### src/rtl/ring_rr_arbiter.sv
// Round-robin arbiter sharing one resource between N requesters.
// One-hot rotating priority pointer, registered grant, and a hold limit that preempts long tenures.
module ring_rr_arbiter #(
    parameter int unsigned N        = 4,
    parameter int unsigned MAX_HOLD = 8
) (
    input  logic                 clk,
    input  logic                 rst,
    input  logic [N-1:0]         req,
    input  logic [N-1:0]         done,
    output logic [N-1:0]         grant,
    output logic [$clog2(N)-1:0] owner_id,
    output logic                 timeout
);

    localparam int unsigned IW = $clog2(N);
    localparam int unsigned HW = $clog2(MAX_HOLD + 1);

    typedef enum logic {IDLE, BUSY} state_t;

    state_t         state;
    logic [N-1:0]   ptr;
    logic [HW-1:0]  hold_cnt;

    logic [N-1:0]   others;
    logic [N-1:0]   cand;
    logic [N-1:0]   win;
    logic [N-1:0]   win_next_ptr;
    logic [IW-1:0]  win_idx;
    logic           own_done;
    logic           own_req;
    logic           at_limit;
    logic           rel;

    // Scan twice around the ring so the search starts at ptr and wraps N-1 -> 0.
    function automatic logic [N-1:0] pick(input logic [N-1:0] m, input logic [N-1:0] p);
        logic [N-1:0] g;
        logic         seen;
        logic         found;
        g     = '0;
        seen  = 1'b0;
        found = 1'b0;
        for (int unsigned k = 0; k < 2 * N; k++) begin
            if (p[k % N])
                seen = 1'b1;
            if (seen && !found && m[k % N]) begin
                g[k % N] = 1'b1;
                found    = 1'b1;
            end
        end
        return g;
    endfunction

    function automatic logic [IW-1:0] onehot_to_idx(input logic [N-1:0] oh);
        logic [IW-1:0] idx;
        idx = '0;
        for (int unsigned i = 0; i < N; i++) begin
            if (oh[i])
                idx = idx | IW'(i);
        end
        return idx;
    endfunction

    always_comb begin
        others       = req & ~grant;
        cand         = (state == IDLE) ? req : others;
        win          = pick(cand, ptr);
        win_next_ptr = {win[N-2:0], win[N-1]};
        win_idx      = onehot_to_idx(win);
        own_done     = |(done & grant);
        own_req      = |(req & grant);
        at_limit     = (hold_cnt == HW'(MAX_HOLD));
        rel          = own_done | ~own_req | at_limit;
    end

    always_ff @(posedge clk) begin
        if (rst) begin
            state    <= IDLE;
            grant    <= '0;
            owner_id <= '0;
            timeout  <= 1'b0;
            ptr      <= N'(1);
            hold_cnt <= '0;
        end else begin
            case (state)
                IDLE: begin
                    timeout <= 1'b0;
                    if (|req) begin
                        grant    <= win;
                        owner_id <= win_idx;
                        hold_cnt <= HW'(1);
                        ptr      <= win_next_ptr;
                        state    <= BUSY;
                    end
                end
                BUSY: begin
                    if (!rel) begin
                        hold_cnt <= hold_cnt + HW'(1);
                        timeout  <= 1'b0;
                    end else begin
                        // Only a pure hold-limit release, with the owner still asking, flags a timeout.
                        timeout <= at_limit & ~own_done & own_req;
                        if (|others) begin
                            grant    <= win;
                            owner_id <= win_idx;
                            hold_cnt <= HW'(1);
                            ptr      <= win_next_ptr;
                        end else begin
                            grant    <= '0;
                            owner_id <= '0;
                            state    <= IDLE;
                        end
                    end
                end
                default: begin
                    state    <= IDLE;
                    grant    <= '0;
                    owner_id <= '0;
                    timeout  <= 1'b0;
                end
            endcase
        end
    end

endmodule

### config.mk
export PLATFORM = sky130hd
export DESIGN_NAME = ring_rr_arbiter
export DESIGN_NICKNAME = d
export VERILOG_FILES = /design/src/rtl/ring_rr_arbiter.sv
export SDC_FILE = /design/constraint.sdc
export NUM_CORES = 1
export LEC_CHECK = 0
export CORE_UTILIZATION = 45
export CTS_CLUSTER_DIAMETER = 150
export DETAILED_ROUTE_END_ITERATION = 12
export PLACE_DENSITY = 0.78
export SETUP_SLACK_MARGIN = 0.15
export SYNTH_ARGS = -nofsm -noshare
export SYNTH_HDL_FRONTEND = slang
export SYNTH_SLANG_ARGS = --single-unit
export TNS_END_PERCENT = 5
### constraint.sdc
create_clock -name clk -period 1.9 [get_ports clk]
set_input_delay 0.285 -clock clk [delete_from_list [all_inputs] [get_ports clk]]
set_output_delay 0.285 -clock clk [all_outputs]
set_load 0.02 [all_outputs]
==> metrics.md <==
| Metric | Value |
|---|---|
| Outcome | `finished clean` |
| Total grt overflow | `0` |
| Slowest CP cell | `or4_1` |
| CP Class | `input port to register` |
| Syn Nets | `approximately 120` |
| DIE AREA | `approximately 2000 um^2` |
| WL/cell | `13.1 um` |
| FILL cells | `about 160` |
| Io pins | `17` |
| Final Hold Violating Endpoints | `0` |
| ANT cells | `0` |
| Share of cells above drive strength 1 | `0.206` |
| DR pass1 iterations | `4` |
| Post-synth cell types | `30` |
| Tot GR Track Use | `0.215` |
| Maximum number of pins on one net before global-route repair | `13` |
| Startpoint types | `input port` |
| Mean post-synth cell area | `around 8 um^2` |
| MaxCap Viol Count | `0` |
| Sequential share of power | `0.500` |
| Crit path required time | `between 2000 and 2500 ps` |
| Clock Sinks | `16` |
| DRC Markers | `0` |
| Multi-input gate area | `~520 um^2` |
| IO buf count | `16` |
| Worst skew pair latency | `280 ps` |
| Sw frac | `0.298` |
| Drt via density | `~5.5` |
| Buf/Inv on CP | `1` |
| Clock Path Buffers | `2` |
| Nets | `145` |
| Commonest non-fill, non-tap cells in the layout | `clkdlybuf4s50_1, nand2_1, dfxtp_1` |
| Starting Density | `0.477` |
| Die width | `44.8 um` |
| Synth warn | `0` |
| Most common cell after layout, fill and taps aside | `clkdlybuf4s50_1` |
| Initial antenna violation count | `0` |
| Largest stage delay, worst path | `around 550 ps` |
| P_int | `543 uW` |
| Critical path peak fanout | `3` |
| Synth-to-Final Area Change | `40.1%` |
| Vias in the first global route | `760` |
| First-pass GRT wire length | `approximately 3.1 mm` |
| Chip height | `around 45 um` |
| Clock root buffer | `clkbuf_4` |
| Placed instance area | `about 1100 um^2` |
| Net Switching | `roughly 230 uW` |
| Setup Viol. Count Final | `0` |
| FF+latch count, synth | `16` |
| Worst Tran Pin Value | `between 600 and 700 ps` |
| Combinational Power Share | `0.277` |
| Hold_buf cts | `0` |
| Worst min path class | `register to register` |
| RSZ-0062 raised after global routing | `yes` |
| Clk pwr share | `0.223` |
| Initial detailed-routing violation count | `11` |
| Sequential cell area | `about 320 um^2` |
| GPL Wtd Cong | `between 0.8 and 0.9` |
| Mapped Area | `approximately 820 um^2` |
| Peak VDD IR | `between 400 and 500 uV` |
| Fmax achieved | `approximately 570 MHz` |
| Post-synth EDFFs | `0` |
| Final ANT Viol Nets | `0` |
| Detail Placement HPWL | `~1.5 mm` |
| Core Rows | `15` |
| CTS tree | `built` |
| Core box area | `about 1700 um^2` |
| Clk_skew | `5.03 ps` |
| Async SR Flop Fraction | `0` |
| Share of the yosys chip area belonging to registers | `0.389` |
| DRT Wirelength | `roughly 2.1 mm` |
| Max Slew Vio Count | `0` |
| Power Density | `between 600 and 700 nW/um^2` |
| Headroom to the max-slew limit | `0.545` |
| Finished Cell Area | `1150 um^2` |
| Leakage | `around 0.42 nW` |
| CTS Buf Count | `3` |
| Critical path arrival | `between 1500 and 2000 ps` |
| Minimum hold slack | `about 470 ps` |
| Syn Inst Count | `103` |
| Tcrit/Tclk final | `0.921` |
| Crit path capture type | `register` |
| Vias | `860` |
| H-tree levels | `1` |
| CP delay by family, top | `simple AND/OR/NAND/NOR gates` |
| Final core occ | `0.668` |
| Critical-path cell list | `clkdlybuf4s50_1 -> a22o_1 -> o21ai_2 -> nor2_2 -> or4_1 -> a21oi_1` |
| Period minus WS final | `between 1500 and 2000 ps` |
| Register clock-pin slew on the reported worst setup and hold paths | `approximately 90 ps` |
| Prevailing post-synth register cell | `dfxtp_1` |
-- cell usage after synthesis (2+ instances only) --
master / count / area share
nor2b_1: 3 / 0.023
a22o_1: 2 / 0.021
a21boi_0: 2 / 0.018
dfxtp_1: 16 / 0.39
nor4_1: 3 / 0.023
inv_1: 5 / 0.023
a21oi_1: 13 / 0.079
a21o_1: 2 / 0.018
nand3_1: 3 / 0.018
nand2_1: 14 / 0.064
o21ai_0: 12 / 0.073
ha_1: 2 / 0.030
a31oi_1: 3 / 0.023
nand3b_1: 5 / 0.046
nor2_1: 3 / 0.014
-- path summary, 6_finish.rpt --
kind,startpoint,to,slack (ps),cells past startpoint
worst min-delay path,owner_id[0]$_SDFFE_PP0P_,owner_id[0]$_SDFFE_PP0P_,470,2
worst max-delay path,req[2],ptr[1]$_SDFFE_PP0P_,150,6
worst min register to register,owner_id[0]$_SDFFE_PP0P_,owner_id[0]$_SDFFE_PP0P_,470,2
worst max register to register,ptr[0]$_SDFFE_PP1P_,ptr[1]$_SDFFE_PP0P_,170,5
-- power groups by stage --
stage,clock network [mW],registers [mW],logic (mW)
floorplan,0,0.400,0.0916
global placement,0,0.391,0.192
detailed placement,0,0.392,0.194
CTS,0.179,0.384,0.196
global route,0.189,0.391,0.231
finish,0.172,0.386,0.214
-- registers in the layout, summed over array words and instances (netlist names) --
signal / cells
owner_id: 2
grant: 4
state: 1
timeout: 1
hold_cnt: 4
ptr: 4
-- cell type report --
class                   instances  area share
multi-input cells              80       0.447
flip-flops and latches         16       0.280
repair buffers                 27       0.210
well taps                      25      0.0271
clock buffers                   3      0.0195
inverters                       5      0.0163
-- metrics by stage --
| stage | setup slack, ps | total power [mW] | TNS [ps] | cells |
|---|---|---|---|---|
| after global routing | 104 | 0.811 | 0 | 156 |
| final | 150 | 0.773 | 0 | 156 |
| after floorplan | 189 | 0.492 | 0 | 103 |
| after global placement | -218 | 0.583 | -1370 | 153 |
| after detailed placement | -177 | 0.586 | -1270 | 153 |
| after CTS | 142 | 0.759 | 0 | 156 |
-- cell families (layout without fill, tap and decap cells) --
| group | count (synthesis) | count (layout) | synth area share |
|---|---|---|---|
| buffers and inverters | 7 | 35 | 0.0334 |
| adders and majority gates | 2 | 2 | 0.0304 |
| DFF | 16 | 16 | 0.389 |
| AOI/OAI and AO/OA | 42 | 42 | 0.316 |
| and+or+nand+nor | 36 | 36 | 0.231 |
-- tightest hold or removal path: cells and delay by family (launching register included) --
family	cells	cell delay [ps]
AND/OR/NAND/NOR	1	50
flip-flops	1	310
AO/OA/AOI/OAI	1	70
-- layer usage --
metal  wire [um]  GRT usage  vias up
li1            -          -      436
met1         925      0.249      396
met2         996      0.388       23
met3          88     0.0280        5
met4          40      0.109        0
met5           0          0        -
-- repair_timing --
item / in CTS / in global routing
setup endpoints to repair: 5 / 9
pin swaps: 0 / 1
setup buffers: 0 / 0
endpoints found under the hold margin: 0 / 0
gates resized for setup: 1 / 12
Note: power is estimated with default switching activity, not from simulation.
